<file path="src/rtl/ysyx_25040129_regfile_sb.sv">
// ysyx_25040129_regfile_sb
//   Integer register file with a per-register pending-write scoreboard for the
//   pipelined NPC. x0 reads as zero, has no storage and is never busy.
//
//   Ports
//     clk, rst              clock, synchronous active-high reset
//     raddr / rdata / rbusy NRD read ports (flat vectors, port i at slice i)
//     iss_valid / iss_rd    reserve a destination register
//     iss_ready             reservation can be accepted (independent of iss_valid)
//     wen / waddr / wdata   writeback; also retires one reservation if any
//     flush                 clear every pending count, keep register contents
//
//   Build option: YSYX_25040129_RF_BYPASS_EN forwards the writeback in the same
//   cycle to matching read ports (data and hazard release). Without it no
//   output depends combinationally on wen/waddr/wdata.

// One architectural register: data plus its in-flight write count.
module ysyx_25040129_regfile_sb_slot #(
   parameter int XLEN = 32,
   parameter int CW   = 2
) (
   input  logic            clk,
   input  logic            rst,
   input  logic            flush,
   input  logic            wr,
   input  logic            inc,
   input  logic [XLEN-1:0] wdata,
   output logic [XLEN-1:0] data,
   output logic [CW-1:0]   cnt
);

   // A write with nothing outstanding is unscoreboarded: data only, no retire.
   logic dec;
   assign dec = wr && (cnt != '0);

   always_ff @(posedge clk) begin
      if (rst)     data <= '0;
      else if (wr) data <= wdata;
   end

   // Issue and retire of the same register in one cycle cancel out.
   always_ff @(posedge clk) begin
      if (rst || flush)      cnt <= '0;
      else if (inc && !dec)  cnt <= cnt + CW'(1);
      else if (dec && !inc)  cnt <= cnt - CW'(1);
   end

endmodule

module ysyx_25040129_regfile_sb #(
   parameter  int XLEN     = 32,
   parameter  int NREGS    = 16,
   parameter  int NRD      = 2,
   parameter  int PEND_MAX = 3,
   localparam int AW       = $clog2(NREGS),
   localparam int CW       = $clog2(PEND_MAX + 1)
) (
   input  logic                clk,
   input  logic                rst,
   input  logic [NRD*AW-1:0]   raddr,
   output logic [NRD*XLEN-1:0] rdata,
   output logic [NRD-1:0]      rbusy,
   input  logic                iss_valid,
   input  logic [AW-1:0]       iss_rd,
   output logic                iss_ready,
   input  logic                wen,
   input  logic [AW-1:0]       waddr,
   input  logic [XLEN-1:0]     wdata,
   input  logic                flush
);

   logic [NREGS-1:0][XLEN-1:0] reg_q;
   logic [NREGS-1:0][CW-1:0]   cnt_q;
   logic                       iss_fire;

   // Slot 0 is a constant so reads of x0 need no special case.
   assign reg_q[0] = '0;
   assign cnt_q[0] = '0;

   // cnt_q[0] is 0 and PEND_MAX >= 1, so x0 is always ready.
   assign iss_ready = (cnt_q[iss_rd] != CW'(PEND_MAX));
   assign iss_fire  = iss_valid && iss_ready;

   genvar r;
   for (r = 1; r < NREGS; r++) begin : g_slot
      logic wr_hit, iss_hit;
      assign wr_hit  = wen      && (waddr  == AW'(r));
      assign iss_hit = iss_fire && (iss_rd == AW'(r));

      ysyx_25040129_regfile_sb_slot #(
         .XLEN (XLEN),
         .CW   (CW)
      ) u_slot (
         .clk   (clk),
         .rst   (rst),
         .flush (flush),
         .wr    (wr_hit),
         .inc   (iss_hit),
         .wdata (wdata),
         .data  (reg_q[r]),
         .cnt   (cnt_q[r])
      );
   end

   genvar i;
   for (i = 0; i < NRD; i++) begin : g_rd
      logic [AW-1:0] ra;
      assign ra = raddr[i*AW +: AW];
`ifdef YSYX_25040129_RF_BYPASS_EN
      // The committing write retires one reservation this cycle, so the
      // hazard clears when it was the last one outstanding.
      logic fwd;
      assign fwd = wen && (waddr != '0) && (waddr == ra);
      assign rdata[i*XLEN +: XLEN] = fwd ? wdata : reg_q[ra];
      assign rbusy[i] = fwd ? (cnt_q[ra] > CW'(1)) : (cnt_q[ra] != '0);
`else
      assign rdata[i*XLEN +: XLEN] = reg_q[ra];
      assign rbusy[i] = (cnt_q[ra] != '0);
`endif
   end

endmodule

</file>
<file path="config.mk">
export PLATFORM = sky130hd
export DESIGN_NAME = ysyx_25040129_regfile_sb
export DESIGN_NICKNAME = d
export VERILOG_FILES = /design/src/rtl/ysyx_25040129_regfile_sb.sv
export SDC_FILE = /design/constraint.sdc
export NUM_CORES = 1
export LEC_CHECK = 0
export BUFFER_PORTS_ARGS = -buffer_cell sky130_fd_sc_hd__clkbuf_2
export CORE_MARGIN = 3
export CORE_UTILIZATION = 40
export CTS_CLUSTER_SIZE = 25
export DETAILED_ROUTE_END_ITERATION = 7
export SLEW_MARGIN = 30
export SYNTH_ARGS = -nofsm -noshare
export SYNTH_HDL_FRONTEND = slang
export SYNTH_SLANG_ARGS = --single-unit
</file>
<file path="constraint.sdc">
create_clock -name clk -period 5.7 [get_ports clk]
set_input_delay 1.14 -clock clk [delete_from_list [all_inputs] [get_ports clk]]
set_output_delay 1.14 -clock clk [all_outputs]
set_load 0.1 [all_outputs]
</file>
Word-level counts from Yosys, hierarchy flattened
Cells that the tools add are included.
{"block": "op_classes", "order_cmp": 3, "reduce_logical": 139, "n_eq_ne": 31, "addsub": 30, "mux": 40}
{"cell": "$bmux W32 S4", "n": 2}
{"cell": "$logic_and A1 B1 Y1", "n": 76}
{"cell": "$mux W2", "n": 33}
{"cell": "$eq A4 B4 Y1 const B", "n": 16}
{"cell": "$mux W32", "n": 2}
{"cell": "$reduce_bool A2 Y1", "n": 32}
{"cell": "$eq A4 B3 Y1 const B", "n": 8}
{"cell": "$add A2 B1 Y2 const B", "n": 15}
{"cell": "$logic_not A1 Y1", "n": 30}
{"cell": "$sub A2 B1 Y2 const B", "n": 15}
{"cell": "$bmux W2 S4", "n": 3}
{"cell": "$eq A4 B2 Y1 const B", "n": 4}
{"cell": "$lt A4 B5 Y1 const B", "n": 3}
{"cell": "$eq A4 B1 Y1 const B", "n": 2}
{"cell": "$ne A2 B2 Y1 const B", "n": 1}
{"cell": "$logic_or A1 B1 Y1", "n": 1}
{"block": "totals", "regBits": 510, "out_inout_bits": 67, "elab_cells": 273}

Logic depth before layout (Yosys ltp)
{"block": "logic_depth", "word_depth": 9, "depth_mapped": 11, "depth_no_buf": 8}

Cells and area by module
A second synthesis with hierarchy kept.
{"block": "unflattened", "hier_cells": 2457, "hier_area_um2": 26915.8}
{"module": "ysyx_25040129_regfile_sb_slot", "cells_per_inst": 114, "area_each_um2": 1227.4, "instances": 15, "seq_area_each_um2": 680.7}
{"module": "ysyx_25040129_regfile_sb", "cells_per_inst": 747, "area_each_um2": 8504.4, "instances": 1, "seq_area_each_um2": 0.0}

Worst setup path before layout
OpenSTA, ideal clock, no wires.
{"block": "synth_path", "path_type": "input-to-output", "from": "in iss_rd[1]", "to": "out iss_ready", "path_buffers": 2, "path_slack_ps": 1478, "t_required_ps": 4560, "arrival_time_ps": 3082, "cell_stages": 6, "path_cell_list": "buf_6 > mux2i_1 > mux4_2 > a2111oi_4 > buf_6 > nand2_1"}
{"block": "synth_between", "elab_chain_cells": 3}
{"item": "start, declared", "line_no": "64", "text": "input logic [AW-1:0] iss_rd,"}
{"item": "$bmux W2 S4", "line_no": "81", "text": "assign iss_ready = (cnt_q[iss_rd] != CW'(PEND_MAX));"}
{"item": "$mux W2 (implied by the code)", "line_no": "81"}
{"item": "$ne A2 B2 Y1", "line_no": "81"}
{"item": "end, declared", "line_no": "65", "text": "output logic iss_ready,"}
No other way between the ends. The select of a mux whose other input is x is not followed.

Worst setup path after layout
{"block": "layout_path", "from": "in raddr[4]", "to": "out rdata[51]"}
{"block": "layout_between", "elab_chain_cells": 2}
{"item": "start, declared", "line_no": "60", "text": "input logic [NRD*AW-1:0] raddr,"}
{"item": "$bmux W32 S4", "line_no": "117", "text": "assign rdata[i*XLEN +: XLEN] = reg_q[ra];"}
{"item": "$mux W32 (implied by the code)", "line_no": "117"}
{"item": "end, declared", "line_no": "61", "text": "output logic [NRD*XLEN-1:0] rdata,"}
No other way between the ends. The select of a mux whose other input is x is not followed.

==> summary.md <==
| Metric | Value |
|---|---|
| Startpoint Class | `input pin` |
| Worst EP arrival | `approximately 3700 ps` |
| Run status | `finished, final reports clean` |
| Register area share after synthesis | `about two fifths` |
| Critical path required time | `about 4600 ps` |
| Clock tree buffer depth | `3` |
| Antenna violations before repair | `4` |
| Crit Path Class | `in -> out` |
| CTS tree | `yes` |
| DIE HEIGHT | `around 260 um` |
| Setup tns final | `0 ps` |
| Ports | `120` |
| Setup Skew | `~6.2 ps` |
| Yosys warning total | `0` |
| Residual DRC | `0` |
| Ranking of synthesized cells by area | `dfxtp_1 39%, mux4_2 23%, nand2_1 14%` |
| CTS buffer count | `58` |
| # resized after CTS | `0` |
| GRT Overall Usage | `between 20% and 30%` |
| Tot Pwr | `just over 8 mW` |
| Cell Area, Synth | `26,100 um2` |
| Syn Inst Count | `2,867` |
| Final GP Congestion | `0.815` |
| CTS clk-pin slew, worst paths | `roughly 50 ps` |
| Sink Count | `510` |
| Final Critical Period | `4820 ps` |
| Largest net degree at the start of global routing | `202` |
| Num rows | `a little over 90` |
| RSZ-0062 raised after global routing | `false` |
| Reg2reg setup slack | `between 2000 and 3000 ps` |
| Routed vias/inst | `around 6.0` |
| FF-to-FF End | `g_slot[10].u_slot.cnt[1]` |
| PortBufs | `approximately 120` |
| H-tree Lvls | `2` |
| Die area | `68,400 um2` |
| Crit-path slowest cell | `mux4_2` |
| First-pass GRT wire length | `138 mm` |
| Hold Crit Class | `reg -> reg` |
| R2R depth | `8` |
| Pins Over Slew Limit | `0` |
| Clk_lat worst skew | `between 600 and 700 ps` |
| Reg2reg start | `g_slot[8].u_slot.cnt[0]` |
| Commonest cells in the netlist | `976 x nand2_1, 512 x a21oi_1, 510 x dfxtp_1` |
| Hold_sp | `g_slot[6].u_slot.data[8]` |
| Initial core utilization | `between 40% and 50%` |
| Top FF cell, synth | `dfxtp_1` |
| Root Driver | `clkbuf_16` |
| Most used cell, CP | `mux4_2` |
| WHS Endpoint | `g_slot[6].u_slot.data[8]` |
| Count leader, synth | `nand2_1` |
| Cell area power density | `282 nW/um2` |
| Routed WL | `92.2 mm` |
| Die X | `around 260 um` |
| Count of final setup violators | `0` |
| CP Capture Type | `output port` |
| Max rail drop VDD | `roughly 0.00020 V` |
| Synth unique cells | `31` |
| Yosys reg bits | `just over 500` |
| Synth top area share | `39.1%` |
| Core area | `around 65,000 um2` |
| Max-slew headroom | `33.7%` |
| WL/cell | `~25 um` |
| Post CTS Setup Buffer Count | `0` |
| Pre-Repair DR Iteration Count | `6` |
| Hold_buf cts | `0` |
| Hpwl dp | `approximately 51 mm` |
| Max Freq | `between 200 and 250 MHz` |
| CP max stage delay | `about 570 ps` |
| Leakage power | `approximately 9.8 nW` |
| EDFF count, synth | `0` |
| Remaining global-route overflow | `0` |
| Max-Cap Viols | `0` |
| Area leader, netlist | `dfxtp_1` |
| Mapped Nets | `2,935` |
| Async set-reset flop share out of synthesis | `0%` |
| Period Utilization, post-route | `between 80 and 90%` |
| Worst-path cell chain | `clkbuf_8 > buf_4 > mux4_2 > mux4_2 > clkbuf_2` |
| Vias in the first global route | `roughly 22,000` |
| Hold depth | `2` |
| Post-route ant nets | `0` |
| Worst-Margin Slew | `just under 1000 ps` |
| Share of layout cells above drive strength 1 | `roughly 22%` |
| Area growth, synth to finish | `12.7%` |
| Final Hold Vio Count | `0` |
| Hold Slack | `roughly 460 ps` |
| Vias post-DR | `about 23,000` |
| Max FO, Critical Path | `between 50 and 60` |
| FILL cells | `about 6,100` |
| Syn Area/Cell | `roughly 9.1 um2` |
| Initial DRC Count | `approximately 2,400` |
| Nets | `approximately 2,900` |
-- cell families after synthesis --
kind of cell	Yosys count	share of synthesized area [%]
AND/OR/NAND/NOR	1077	16.0
AO/OA/AOI/OAI	618	12.9
flip-flops	510	39.1
multiplexers	341	26.2
buffers and inverters	276	4.16
XOR/XNOR	30	1.01
adder cells (fa/ha/maj)	15	0.718
-- area by class of cell --
cell class	count	area [um2]	area share, %
repair buffers	169	1140	3.87
clock buffers	91	1740	5.90
diodes	2	5.00	0.0170
inverters	1	3.75	0.0127
flip-flops and latches	510	10200	34.7
multi-input cells	2081	15000	50.9
well taps	855	1070	3.63
clock inverters	16	284	0.964
-- cell usage in the layout, fill, tap and decap left out, drive strengths merged, types with 2 or more instances in the layout --
cell type	instances
xor2	30
mux2i	6
or3	18
clkbuf	205
a211oi	3
a21oi	512
nor2	45
nand2b	4
nor2b	6
nand3b	2
nand2	976
diode	2
mux4	267
o21ai	34
dfxtp	510
nand3	7
o21a	2
clkinv	8
bufinv	7
or2	7
ha	15
a22o	64
mux2	68
buf	55
nor3b	2
a221oi	2
nor3	7
-- worst max-delay path by stage --
stage | slack (ps) | startpoint | endpoint | cells after the start
global route | 760 | raddr[4] | rdata[52] | 5
finish | 880 | raddr[4] | rdata[51] | 5
floorplan | 1480 | iss_rd[1] | iss_ready | 6
detailed placement | 850 | raddr[4] | rdata[52] | 5
CTS | 850 | raddr[4] | rdata[52] | 5
global placement | 880 | raddr[4] | rdata[52] | 5
-- critical path: cells and delay by family --
kind	cells	cell delay (ps)
muxes	2	1070
buffers and inverters	3	1430
-- layer usage --
layer / up-vias / wire (um) / track usage [%]
li1: 9975 / - / -
met4: 4 / 3470 / 9.82
met2: 1097 / 44700 / 44.9
met5: - / 23 / 0
met3: 247 / 8190 / 4.93
met1: 11200 / 35800 / 34.3
-- power by group --
group	leakage, nW	total [mW]	internal [mW]	switching, mW
combinational	4.73	0.713	0.218	0.496
sequential	4.12	3.64	3.61	0.0335
clock	0.986	3.95	2.40	1.55
-- flip-flops by register name, indices dropped and copies added, names as in the netlist --
signal,cells
g_slot.u_slot.cnt,30
g_slot.u_slot.data,480
-- stage by stage --
stage | worst slack [ps] | utilization (%) | cell area, um2 | std cells
after global placement | 879 | 42.4 | 27400 | 3616
after global routing | 763 | 45.6 | 29500 | 3724
after CTS | 855 | 45.6 | 29500 | 3723
after floorplan | 1480 | - | 26100 | 2867
after detailed placement | 850 | 42.5 | 27400 | 3616
final | 884 | 45.6 | 29500 | 3725
Note: power is estimated with default switching activity, not from simulation.
